<file path="src/rtl/nes_mem_arbiter.sv">
// Purpose    : serialises CPU (rd/wr) and PPU (rd) requests onto the single shared NES main-memory port.
// Latency    : read grant->ack RD_CYCLES+1 edges, write grant->ack 1 edge; back-to-back grant on the edge after ack.
// Backpressure: requests are level-held until ack; nothing is granted while load_done is low.
//
// Ports:
//   clock, reset_n            rising-edge clock, asynchronous active-low reset
//   load_done                 memory/cartridge ready gate for new grants
//   cpu_req/we/addr/wdata     CPU request side; cpu_ack pulse, cpu_rdata held until next CPU read ack
//   ppu_req/addr              PPU read request side; ppu_ack pulse, ppu_rdata held until next PPU ack
//   mem_addr/rd_cpu/rd_ppu/wr/d  registered memory command; mem_q_cpu/mem_q_ppu result registers
//
// Build option: NES_ARB_PPU_PRIORITY_EN defined -> PPU always wins ties (fixed priority);
//               undefined -> round-robin between CPU and PPU on ties.
`timescale 1ns/1ps
module nes_mem_arbiter #(
    parameter int RD_CYCLES = 2
) (
    input  logic        clock,
    input  logic        reset_n,
    input  logic        load_done,
    input  logic        cpu_req,
    input  logic        cpu_we,
    input  logic [21:0] cpu_addr,
    input  logic [7:0]  cpu_wdata,
    output logic        cpu_ack,
    output logic [7:0]  cpu_rdata,
    input  logic        ppu_req,
    input  logic [21:0] ppu_addr,
    output logic        ppu_ack,
    output logic [7:0]  ppu_rdata,
    output logic [21:0] mem_addr,
    output logic        mem_rd_cpu,
    output logic        mem_rd_ppu,
    output logic        mem_wr,
    output logic [7:0]  mem_d,
    input  logic [7:0]  mem_q_cpu,
    input  logic [7:0]  mem_q_ppu
);

    localparam int CW = (RD_CYCLES > 1) ? $clog2(RD_CYCLES) : 1;

    typedef enum logic [1:0] {
        S_IDLE = 2'd0,
        S_RD   = 2'd1,
        S_CAP  = 2'd2,
        S_WR   = 2'd3
    } state_t;

    state_t      state, state_nxt;
    logic [CW-1:0] cnt, cnt_nxt;
    logic        sel_ppu, sel_ppu_nxt;     // read in flight belongs to the PPU path
    logic [21:0] addr_nxt;
    logic [7:0]  d_nxt;
    logic        rd_cpu_nxt, rd_ppu_nxt, wr_nxt;
    logic        cpu_ack_nxt, ppu_ack_nxt;
    logic [7:0]  cpu_rdata_nxt, ppu_rdata_nxt;

    // A request seen while its own ack is still high is the tail of the
    // access just finished, not a new one.
    logic cpu_pend, ppu_pend, ppu_wins;
    logic grant_cpu, grant_ppu;

    assign cpu_pend = cpu_req & ~cpu_ack;
    assign ppu_pend = ppu_req & ~ppu_ack;

`ifdef NES_ARB_PPU_PRIORITY_EN
    // Video timing first: PPU takes every tie.
    assign ppu_wins = ppu_pend;
`else
    // rr_last: 1 = PPU was served last, so the CPU wins the next tie.
    logic rr_last;

    assign ppu_wins = ppu_pend & (~cpu_pend | ~rr_last);

    always_ff @(posedge clock or negedge reset_n) begin
        if (!reset_n) begin
            rr_last <= 1'b1;
        end else if (grant_ppu) begin
            rr_last <= 1'b1;
        end else if (grant_cpu) begin
            rr_last <= 1'b0;
        end
    end
`endif

    assign grant_ppu = (state == S_IDLE) & load_done & ppu_wins;
    assign grant_cpu = (state == S_IDLE) & load_done & ~ppu_wins & cpu_pend;

    always_ff @(posedge clock or negedge reset_n) begin
        if (!reset_n) begin
            state      <= S_IDLE;
            cnt        <= '0;
            sel_ppu    <= 1'b0;
            mem_addr   <= '0;
            mem_d      <= '0;
            mem_rd_cpu <= 1'b0;
            mem_rd_ppu <= 1'b0;
            mem_wr     <= 1'b0;
            cpu_ack    <= 1'b0;
            ppu_ack    <= 1'b0;
            cpu_rdata  <= '0;
            ppu_rdata  <= '0;
        end else begin
            state      <= state_nxt;
            cnt        <= cnt_nxt;
            sel_ppu    <= sel_ppu_nxt;
            mem_addr   <= addr_nxt;
            mem_d      <= d_nxt;
            mem_rd_cpu <= rd_cpu_nxt;
            mem_rd_ppu <= rd_ppu_nxt;
            mem_wr     <= wr_nxt;
            cpu_ack    <= cpu_ack_nxt;
            ppu_ack    <= ppu_ack_nxt;
            cpu_rdata  <= cpu_rdata_nxt;
            ppu_rdata  <= ppu_rdata_nxt;
        end
    end

    always_comb begin
        state_nxt     = state;
        cnt_nxt       = cnt;
        sel_ppu_nxt   = sel_ppu;
        addr_nxt      = mem_addr;   // address held for the whole access and beyond
        d_nxt         = mem_d;
        rd_cpu_nxt    = 1'b0;
        rd_ppu_nxt    = 1'b0;
        wr_nxt        = 1'b0;
        cpu_ack_nxt   = 1'b0;
        ppu_ack_nxt   = 1'b0;
        cpu_rdata_nxt = cpu_rdata;
        ppu_rdata_nxt = ppu_rdata;

        case (state)
            S_IDLE: begin
                if (grant_ppu) begin
                    addr_nxt    = ppu_addr;
                    rd_ppu_nxt  = 1'b1;
                    sel_ppu_nxt = 1'b1;
                    cnt_nxt     = CW'(RD_CYCLES - 1);
                    state_nxt   = S_RD;
                end else if (grant_cpu) begin
                    addr_nxt = cpu_addr;
                    if (cpu_we) begin
                        d_nxt     = cpu_wdata;
                        wr_nxt    = 1'b1;
                        state_nxt = S_WR;
                    end else begin
                        rd_cpu_nxt  = 1'b1;
                        sel_ppu_nxt = 1'b0;
                        cnt_nxt     = CW'(RD_CYCLES - 1);
                        state_nxt   = S_RD;
                    end
                end
            end
            S_RD: begin
                // Strobe already spent one cycle high at the grant edge;
                // cnt counts the remaining cycles it must stay up.
                if (cnt == '0) begin
                    state_nxt = S_CAP;
                end else begin
                    cnt_nxt    = cnt - CW'(1);
                    rd_cpu_nxt = mem_rd_cpu;
                    rd_ppu_nxt = mem_rd_ppu;
                end
            end
            S_CAP: begin
                state_nxt = S_IDLE;
                if (sel_ppu) begin
                    ppu_rdata_nxt = mem_q_ppu;
                    ppu_ack_nxt   = 1'b1;
                end else begin
                    cpu_rdata_nxt = mem_q_cpu;
                    cpu_ack_nxt   = 1'b1;
                end
            end
            S_WR: begin
                state_nxt   = S_IDLE;
                cpu_ack_nxt = 1'b1;
            end
            default: begin
                state_nxt = S_IDLE;
            end
        endcase
    end

endmodule

</file>
<file path="config.mk">
export PLATFORM = sky130hd
export DESIGN_NAME = nes_mem_arbiter
export DESIGN_NICKNAME = d
export VERILOG_FILES = /design/src/rtl/nes_mem_arbiter.sv
export SDC_FILE = /design/constraint.sdc
export NUM_CORES = 1
export LEC_CHECK = 0
export BUFFER_PORTS_ARGS = -buffer_cell sky130_fd_sc_hd__buf_2
export CORE_UTILIZATION = 40
export CTS_CLUSTER_DIAMETER = 150
export DETAILED_ROUTE_END_ITERATION = 8
export MAX_ROUTING_LAYER = met4
export PLACE_DENSITY_LB_ADDON = 0.05
export SYNTH_ARGS = -nofsm -noshare
export SYNTH_HDL_FRONTEND = slang
export SYNTH_SLANG_ARGS = --single-unit
</file>
<file path="constraint.sdc">
create_clock -name clock -period 2 [get_ports clock]
set_input_delay 0.1 -clock clock [delete_from_list [all_inputs] [get_ports clock]]
set_output_delay 0.1 -clock clock [all_outputs]
set_load 0.03 [all_outputs]
</file>
==> Word level (Yosys, flattened, before mapping) <==
Index checks and enable logic that the tools add are counted.
W data, S select, Z words.
{ "totals": {"ff_bits": 56, "in_bits": 74, "elab_cells": 79, "output_inout_bits": 51} }
{ "op_classes": {"n_mux": 32, "add_sub_neg": 1, "reduce_logical": 11, "eq_ne": 7, "n_bitwise": 15} }
{ "ops": {"columns": ["operator", "count"], "rows": [
  ["$mux W22", 2],
  ["$mux W1", 21],
  ["$mux W2", 4],
  ["$pmux W1 S2", 4],
  ["$reduce_and A2 Y1", 4],
  ["$and A1 B1 Y1", 7],
  ["$not A1 Y1", 7],
  ["$ne A3 B3 Y1 const B", 2],
  ["$pmux W2 S3", 1],
  ["$reduce_and A3 Y1", 2],
  ["$eq A2 B2 Y1 const B", 2],
  ["$reduce_and A4 Y1", 1],
  ["$reduce_bool A2 Y1", 2],
  ["$eq A2 B1 Y1 const B", 1],
  ["$logic_not A2 Y1", 1],
  ["$ne A2 B1 Y1 const B", 1],
  ["$ne A2 B2 Y1 const B", 1],
  ["$reduce_or A2 Y1", 1],
  ["$or A1 B1 Y1", 1],
  ["$sub A1 B1 Y1 const B", 1]
]} }

==> Logic depth before layout (Yosys ltp) <==
Gate-level depths: netlist of run 1.
{ "depth": {"ltp_word": 11, "ltp_mapped": 6, "ltp_nobuf": 3} }

==> Worst setup path after synthesis of run 1 <==
Ideal clock, no wire load.
{ "synth_timing": {"path_type": "reg2reg", "startpoint": "reg state[1]", "endpoint": "reg mem_addr[0]", "n_path_buf": 3, "t_required_ps": 1918, "slack_ps": 299, "path_stages_with_launch": 7, "setup_time_ps": 82, "period_less_slack_ps": 1701, "arrival_time_ps": 1620, "cell_sequence": "dfrtp_1 -> buf_6 -> or3b_1 -> or3_1 -> buf_6 -> buf_6 -> a31oi_1"} }
{ "synth_between": {"elab_chain_len": 6, "elab_cells_between_ends": 8, "classes_between": "mux (1); bitwise (4); reduce/logical (3)"} }
{ "synth_rtl": {"columns": ["element", "line_no", "rtl"], "rows": [
  ["from (decl)", "49", "state_t state, state_nxt;"],
  ["from (signal assigned)", "104", "state <= state_nxt;"],
  ["$logic_not A2 Y1 (*)", "86, 87, 133", null],
  ["$and A1 B1 Y1", "86, 87", null],
  ["$and A1 B1 Y1 (2 in a row)", "87", "assign grant_cpu = (state == S_IDLE) & load_done & ~ppu_wins & cpu_pend;"],
  ["$reduce_bool A2 Y1 (no source line)", null, null],
  ["$reduce_and A2 Y1 (no source line)", null, null],
  ["to (signal assigned)", "107", "mem_addr <= addr_nxt;"],
  ["to (decl)", "31", "output logic [21:0] mem_addr,"]
]} }
Mark *: on every way between the ends. The rest lies on a longest branch, timed or not.
A chain may end at the register's enable or synchronous reset.

==> Final worst setup path of run 1 <==
{ "layout_timing": {"startpoint": "reg state[0]", "endpoint": "reg mem_addr[21]"} }
Same word-level chain as after synthesis.

==> implementation parameters, run 1 <==
Parameter                              Value

Worst hold path
  Hold Path Cell Cnt    2
  Type of the most critical hold path    in2reg

Finish
  P&R area growth vs syn    35.0%
  Count of inserted antenna diode cells    0
  Proportion of layout cells with a drive suffix above 1    49.7%
  Final layout net count    419
  Fillers    549
  Finished Core Util    between 50% and 60%

Drt
  Met3 Routed Length    356 um
  Met1 WL    2750 um
  First-pass detailed-route iteration total    6
  Final routed DRC violation total    0
  Via count    2228
  Detail-routed via count per cell    around 5.3
  Total wire length    6550 um
  Highest metal layer with signal wires    met4
  Post-route ant nets    0
  Met2 wire length    3370 um
  Mean routed wirelength per cell    15.6 um
  Initial DRC Count    149

STA
  Final setup skew    4.35 ps
  Achievable frequency    0.546 GHz
  Least setup slack across all paths after layout    ~170 ps
  Final number of hold-violating endpoints    0
  Fin Setup TNS    0 ps
  Fin crit period    approximately 1800 ps
  Slew of the pin with the lowest slew margin    just over 700 ps
  Relative slew slack    53.1%
  Final setup fails    0
  Final period util    between 90% and 100%
  Unrepaired setup endpoints after global routing    no
  Total count of max-transition violations in the final report    0

Worst setup path
  Startpoint-to-endpoint class of the critical path    reg2reg
  Setup crit end kind    flip-flop
  Depth of the most critical reg-to-reg path    4
  Required time reported for the critical path endpoint    2230 ps
  Highest net fanout along the worst path    15
  Worst setup SP type    flip-flop
  Worst EP arrival    a little over 2000 ps

Die
  FP Rows    28
  Overall die area    6480 um2
  Core region area    5920 um2
  Top-level I/O count    125
  Die X-Extent    between 80 and 90 um
  Starting density of the core    41.7%
  Die outline height    80.5 um

CTS
  Bufs on Longest Clock Path    2
  Root Buffer    sky130_fd_sc_hd__clkbuf_8
  Clock-pin slew on the worst setup and hold paths    100 ps
  Clk Latency, worst-skew pair    between 300 and 400 ps
  TritonCTS clock tree    yes
  Number of clock sinks seen by CTS    56
  Resize count post-CTS    0
  CTS HTree Levels    2
  TritonCTS buffer count    5

Global routing
  Total gr overflow    0
  Largest net degree at the start of global routing    48
  Antenna violations before repair    0
  Via count of the first global-routing pass    2157
  Global Route Usage Sum    21.9%
  Wire length of the first global-routing pass    10400 um

Yosys
  Netlist Area Pre-Place    2470 um2
  FF+latch count, synth    56
  Sequential element share of the synthesized area    a little under three fifths
  Synth top area share    55.8%
  Area leader, netlist    sky130_fd_sc_hd__dfrtp_1
  Number of synthesis warnings    0
  Synthesized Nets    294
  Number of distinct library cells after synthesis    24
  Avg Inst Size Synth    11.2 um2
  Post-synthesis instance total    220
  Leading cell types by total area after synthesis    sky130_fd_sc_hd__dfrtp_1 (56%), sky130_fd_sc_hd__mux2_2 (11%), sky130_fd_sc_hd__a31oi_1 (5.6%), sky130_fd_sc_hd__nor4_1 (5.6%), sky130_fd_sc_hd__o21ai_0 (5.1%)

Flow run
  Max capacitance violation total    0

Pwr
  Max VDD drop    approximately 0.74 mV
  Reported leakage power    roughly 1.6 nW
  Power per standard cell area    1710 nW/um2
  Overall power after layout    0.00568 W

Place
  Port Buffers    between 100 and 150
  Post-DP HPWL    4490 um
  DP Worst Slack    181 ps
  Routability Congestion    0.770

Outcome
  Run status    completed
==> where the power goes <==
group	switching [W]	leakage, nW	total [W]	internal, W
Clock	0.000378	0.0614	0.000788	0.000410
Combinational	0.00194	0.863	0.00293	0.000982
Sequential	0.000272	0.672	0.00197	0.00169
Total	0.00259	1.60	0.00568	0.00309
==> registers in the layout, summed over array words and instances (netlist names) <==
name,cells
mem_d,8
state,2
cnt,1
cpu_ack,1
mem_wr,1
sel_ppu,1
cpu_rdata,8
mem_rd_cpu,1
ppu_rdata,8
mem_rd_ppu,1
mem_addr,22
ppu_ack,1
rr_last,1
==> layer usage <==
layer,up-vias,track usage (%)
met5,-,-
met4,0,5.00
met3,7,4.55
met2,86,37.5
met1,1063,26.5
li1,1072,-
==> cell type report <==
cell class | instances | area [um2] | share of cell area (%)
Clock buffer | 6 | 82.6 | 2.48
Clock inverter | 2 | 38.8 | 1.17
Inverter | 4 | 15.0 | 0.451
Multi-Input combinational cell | 137 | 935 | 28.1
Sequential cell | 56 | 1400 | 42.1
Tap cell | 75 | 93.8 | 2.82
Timing Repair Buffer | 141 | 761 | 22.9
==> synth_stat cells <==
master	count
sky130_fd_sc_hd__and3b_1	2
sky130_fd_sc_hd__clkbuf_1	19
sky130_fd_sc_hd__nand3_1	23
sky130_fd_sc_hd__or3b_1	1
sky130_fd_sc_hd__o2111ai_2	1
sky130_fd_sc_hd__inv_1	4
sky130_fd_sc_hd__nor3_1	1
sky130_fd_sc_hd__dfstp_2	1
sky130_fd_sc_hd__nand2_1	4
sky130_fd_sc_hd__a21boi_0	1
sky130_fd_sc_hd__o21ai_0	25
sky130_fd_sc_hd__a21oi_1	2
sky130_fd_sc_hd__buf_6	4
sky130_fd_sc_hd__nor2b_1	1
sky130_fd_sc_hd__o311ai_0	1
sky130_fd_sc_hd__nand2b_1	3
sky130_fd_sc_hd__a31oi_1	22
sky130_fd_sc_hd__a22o_1	1
sky130_fd_sc_hd__nor3b_2	1
sky130_fd_sc_hd__dfrtp_1	55
sky130_fd_sc_hd__or3_1	1
sky130_fd_sc_hd__mux2_2	24
sky130_fd_sc_hd__nor4_1	22
sky130_fd_sc_hd__and3_1	1
==> logic make-up after synthesis <==
family	count (synthesis)	share of synthesized area, %
DFF	56	56.9
AOI/OAI and AO/OA	53	12.7
and+or+nand+nor	60	14.2
muxes	24	11.0
buffers and inverters	27	5.33
==> stage by stage <==
step                      cells  instance area, um2  hold WS (ps)
after floorplan             220                2470          -196
after global placement      408                3160           200
after detailed placement    408                3160           196
after CTS                   417                3290          1.80
after global routing        421                3330          1.52
final                       421                3330          12.9
==> path summary, 6_finish.rpt <==
path                                         from                       end  slack (ps)
min in group asynchronous                 reset_n  mem_addr[18]$_DFFE_PN0P_         360
setup / recovery             state[0]$_DFFE_PN0P_  mem_addr[21]$_DFFE_PN0P_         170
hold reg to reg            mem_rd_ppu$_DFFE_PN0P_    mem_rd_ppu$_DFFE_PN0P_         490
setup reg to reg             state[0]$_DFFE_PN0P_  mem_addr[21]$_DFFE_PN0P_         170
hold / removal                       mem_q_cpu[3]  cpu_rdata[3]$_DFFE_PN0P_          10
max in group asynchronous                 reset_n          mem_wr$_DFF_PN0_         960
==> placed cells by master, fill, tap and decap left out, drive strengths merged <==
| master | n |
|---|---|
| nor3 | 1 |
| o21ai | 25 |
| inv | 4 |
| clkinv | 1 |
| clkbuf | 6 |
| buf | 136 |
| a21oi | 2 |
| nor4 | 22 |
| nand2b | 3 |
| dfrtp | 55 |
| or3b | 1 |
| a22o | 1 |
| dlygate4sd3 | 5 |
| a31oi | 22 |
| o2111ai | 1 |
| and3 | 1 |
| a21boi | 1 |
| nand2 | 4 |
| bufinv | 1 |
| o311ai | 1 |
| and3b | 2 |
| nand3 | 23 |
| nor2b | 1 |
| mux2 | 24 |
| nor3b | 1 |
| or3 | 1 |
| dfstp | 1 |
==> timing repair <==
| action | CTS | global route |
|---|---|---|
| hold endpoints to repair | 28 | 4 |
| setup buffers | 0 | 0 |
| hold buffers | 1 | 4 |
==> critical path: stages, from the launching register on <==
cell	delay [ps]
sky130_fd_sc_hd__dfrtp_1	440
sky130_fd_sc_hd__or3b_1	370
sky130_fd_sc_hd__or3_1	520
sky130_fd_sc_hd__buf_4	260
sky130_fd_sc_hd__a31oi_1	160
(Power assumes the default switching activity.)
==> run 2, diff against run 1 <==
CORE_UTILIZATION = 30   (was 40)
==> implementation parameters, run 2 (synthesized netlist as in run 1, its figures left out) <==
Parameter                              Value

Outcome
  Run status    completed

Drt
  Met2 wire length    3350 um
  Detail-routed via count per cell    4.94
  Final routed DRC violation total    0
  Post-route ant nets    0
  First-pass detailed-route iteration total    4
  Initial DRC Count    60
  Total wire length    between 6000 and 7000 um
  Met3 Routed Length    approximately 390 um
  Mean routed wirelength per cell    15.2 um
  Highest metal layer with signal wires    met4
  Met1 WL    about 3000 um
  Via count    2235

Global routing
  Global Route Usage Sum    16.8%
  Total gr overflow    0
  Wire length of the first global-routing pass    roughly 11000 um
  Largest net degree at the start of global routing    57
  Via count of the first global-routing pass    2269
  Antenna violations before repair    0

Finish
  Filler-free cell count of the finished design    452
  Most common cell after layout, fill and taps aside    sky130_fd_sc_hd__buf_2
  Commonest non-fill, non-tap cells in the layout    sky130_fd_sc_hd__buf_2 (124), sky130_fd_sc_hd__dfrtp_1 (55), sky130_fd_sc_hd__o21ai_0 (25), sky130_fd_sc_hd__mux2_2 (24), sky130_fd_sc_hd__nand3_1 (23)
  Count of inserted antenna diode cells    0
  Proportion of layout cells with a drive suffix above 1    48.6%
  Top reg by flops    mem_addr
  Flip-flop count of the largest register, all copies and words added    22
  Final non-filler cell area    3400 um2
  Final layout net count    between 400 and 500
  P&R area growth vs syn    38.0%

Worst hold path
  Type of the most critical hold path    in2reg
  Critical hold path startpoint    mem_q_ppu[4]

Die
  Top-level I/O count    125
  Overall die area    about 8600 um2
  Die outline height    between 90 and 100 um
  Starting density of the core    between 30% and 40%
  Die X-Extent    92.7 um
  Core region area    7850 um2
  FP Rows    32

CTS
  Clk Latency, worst-skew pair    310 ps
  Root Buffer    sky130_fd_sc_hd__clkbuf_8
  TritonCTS buffer count    5
  Number of clock sinks seen by CTS    between 50 and 60
  CTS HTree Levels    2
  TritonCTS clock tree    yes
  Bufs on Longest Clock Path    2
  Clock-pin slew on the worst setup and hold paths    100 ps

Place
  Cell area after placement    3210 um2
  Placed cells    434
  DP Worst Slack    approximately 190 ps
  Routability Congestion    0.739
  Port Buffers    124
  Post-DP HPWL    4690 um

Worst setup path
  Worst EP arrival    2050 ps
  Largest incremental delay on the critical path    580 ps
  CP startpoint    state[1]$_DFFE_PN0P_
  Required time reported for the critical path endpoint    2230 ps
  CP max stage cell    sky130_fd_sc_hd__or3_1
  Setup crit end kind    flip-flop
  Cell Chain, Critical Path    or3b_1 -> or3_1 -> buf_12 -> a31oi_1
  Worst R2R Start    state[1]$_DFFE_PN0P_
  Startpoint-to-endpoint class of the critical path    reg2reg
  Setup slack on the worst flop-to-flop path    180 ps
  Worst setup SP type    flip-flop
  Highest net fanout along the worst path    19

Pwr
  Reported leakage power    approximately 1.6 nW
  Power per standard cell area    between 1500 and 2000 nW/um2
  Max VDD drop    0.664 mV

STA
  Relative slew slack    between 60 and 70%
  Final period util    90.9%
  Achievable frequency    0.550 GHz
  Final number of hold-violating endpoints    0
  Final setup skew    5.17 ps
  Final setup fails    0
  Fin crit period    roughly 1800 ps
  Fin Setup TNS    0 ps
  Least setup slack across all paths after layout    182 ps
  Unrepaired setup endpoints after global routing    no
  Slew of the pin with the lowest slew margin    between 500 and 600 ps
  Total count of max-transition violations in the final report    0

Flow run
  Max capacitance violation total    0
[run 2: cell count changes in the layout (fill, tap and decap cells not counted)]
cell                            change
sky130_fd_sc_hd__buf_12             +2
sky130_fd_sc_hd__buf_4              -3
sky130_fd_sc_hd__bufinv_16          -1
sky130_fd_sc_hd__clkbuf_1           +1
sky130_fd_sc_hd__clkbuf_8           -1
sky130_fd_sc_hd__clkinvlp_4         +1
sky130_fd_sc_hd__dlygate4sd3_1      +5
sky130_fd_sc_hd__nor3b_2            -1
sky130_fd_sc_hd__nor3b_4            +1
[run 2: per-layer routing]
layer,track usage [%],vias up
li1,-,1076
met1,20.4,1082
met2,28.2,69
met3,3.69,8
met4,4.62,0
met5,-,-
[run 2: stage by stage]
step	hold slack, ps	util [%]	total power (W)
6_report	15.0	43.4	0.00557
5_1_grt	3.76	43.4	0.00592
4_1_cts	0.465	43.1	0.00565
3_5_place_dp	131	41.0	0.00499
3_3_place_gp	134	41.0	0.00497
2_1_floorplan	-196	-	0.00405
[run 2: area by class of cell]
| cell class | instances | area, um2 |
|---|---|---|
| Sequential cell | 56 | 1400 |
| Timing Repair Buffer | 145 | 828 |
| Fill cell | 833 | 4440 |
| Clock buffer | 6 | 72.6 |
| Tap cell | 102 | 128 |
| Clock inverter | 2 | 16.3 |
| Inverter | 4 | 15.0 |
| Multi-Input combinational cell | 137 | 941 |
[run 2: what timing repair did]
item,in CTS,in global routing
gates resized for setup,0,0
endpoints found under the hold margin,62,2
setup endpoints to repair,0,0
hold buffers,8,2
buffers inserted,0,0
[run 2: path summary, 6_finish.rpt]
path                                            endpoint  cells past startpoint
max in group asynchronous            rr_last$_DFFE_PN1P_                      3
worst max-delay path            mem_addr[13]$_DFFE_PN0P_                      4
min in group asynchronous       mem_addr[18]$_DFFE_PN0P_                      3
worst max register to register  mem_addr[13]$_DFFE_PN0P_                      4
worst min-delay path            ppu_rdata[4]$_DFFE_PN0P_                      2
worst min register to register         cpu_ack$_DFF_PN0_                      1
[run 2: critical path: cells and delay by family (launching register included)]
kind | cells | cell delay, ps
AND/OR/NAND/NOR | 2 | 960
buffers and inverters | 1 | 240
AO/OA/AOI/OAI | 1 | 140
flip-flops | 1 | 390
[run 2: power breakdown]
part | internal (W) | switching, W | total [W]
clock | 0.000250 | 0.000375 | 0.000625
sequential | 0.00169 | 0.000274 | 0.00197
combinational | 0.00101 | 0.00196 | 0.00298
total | 0.00296 | 0.00261 | 0.00557
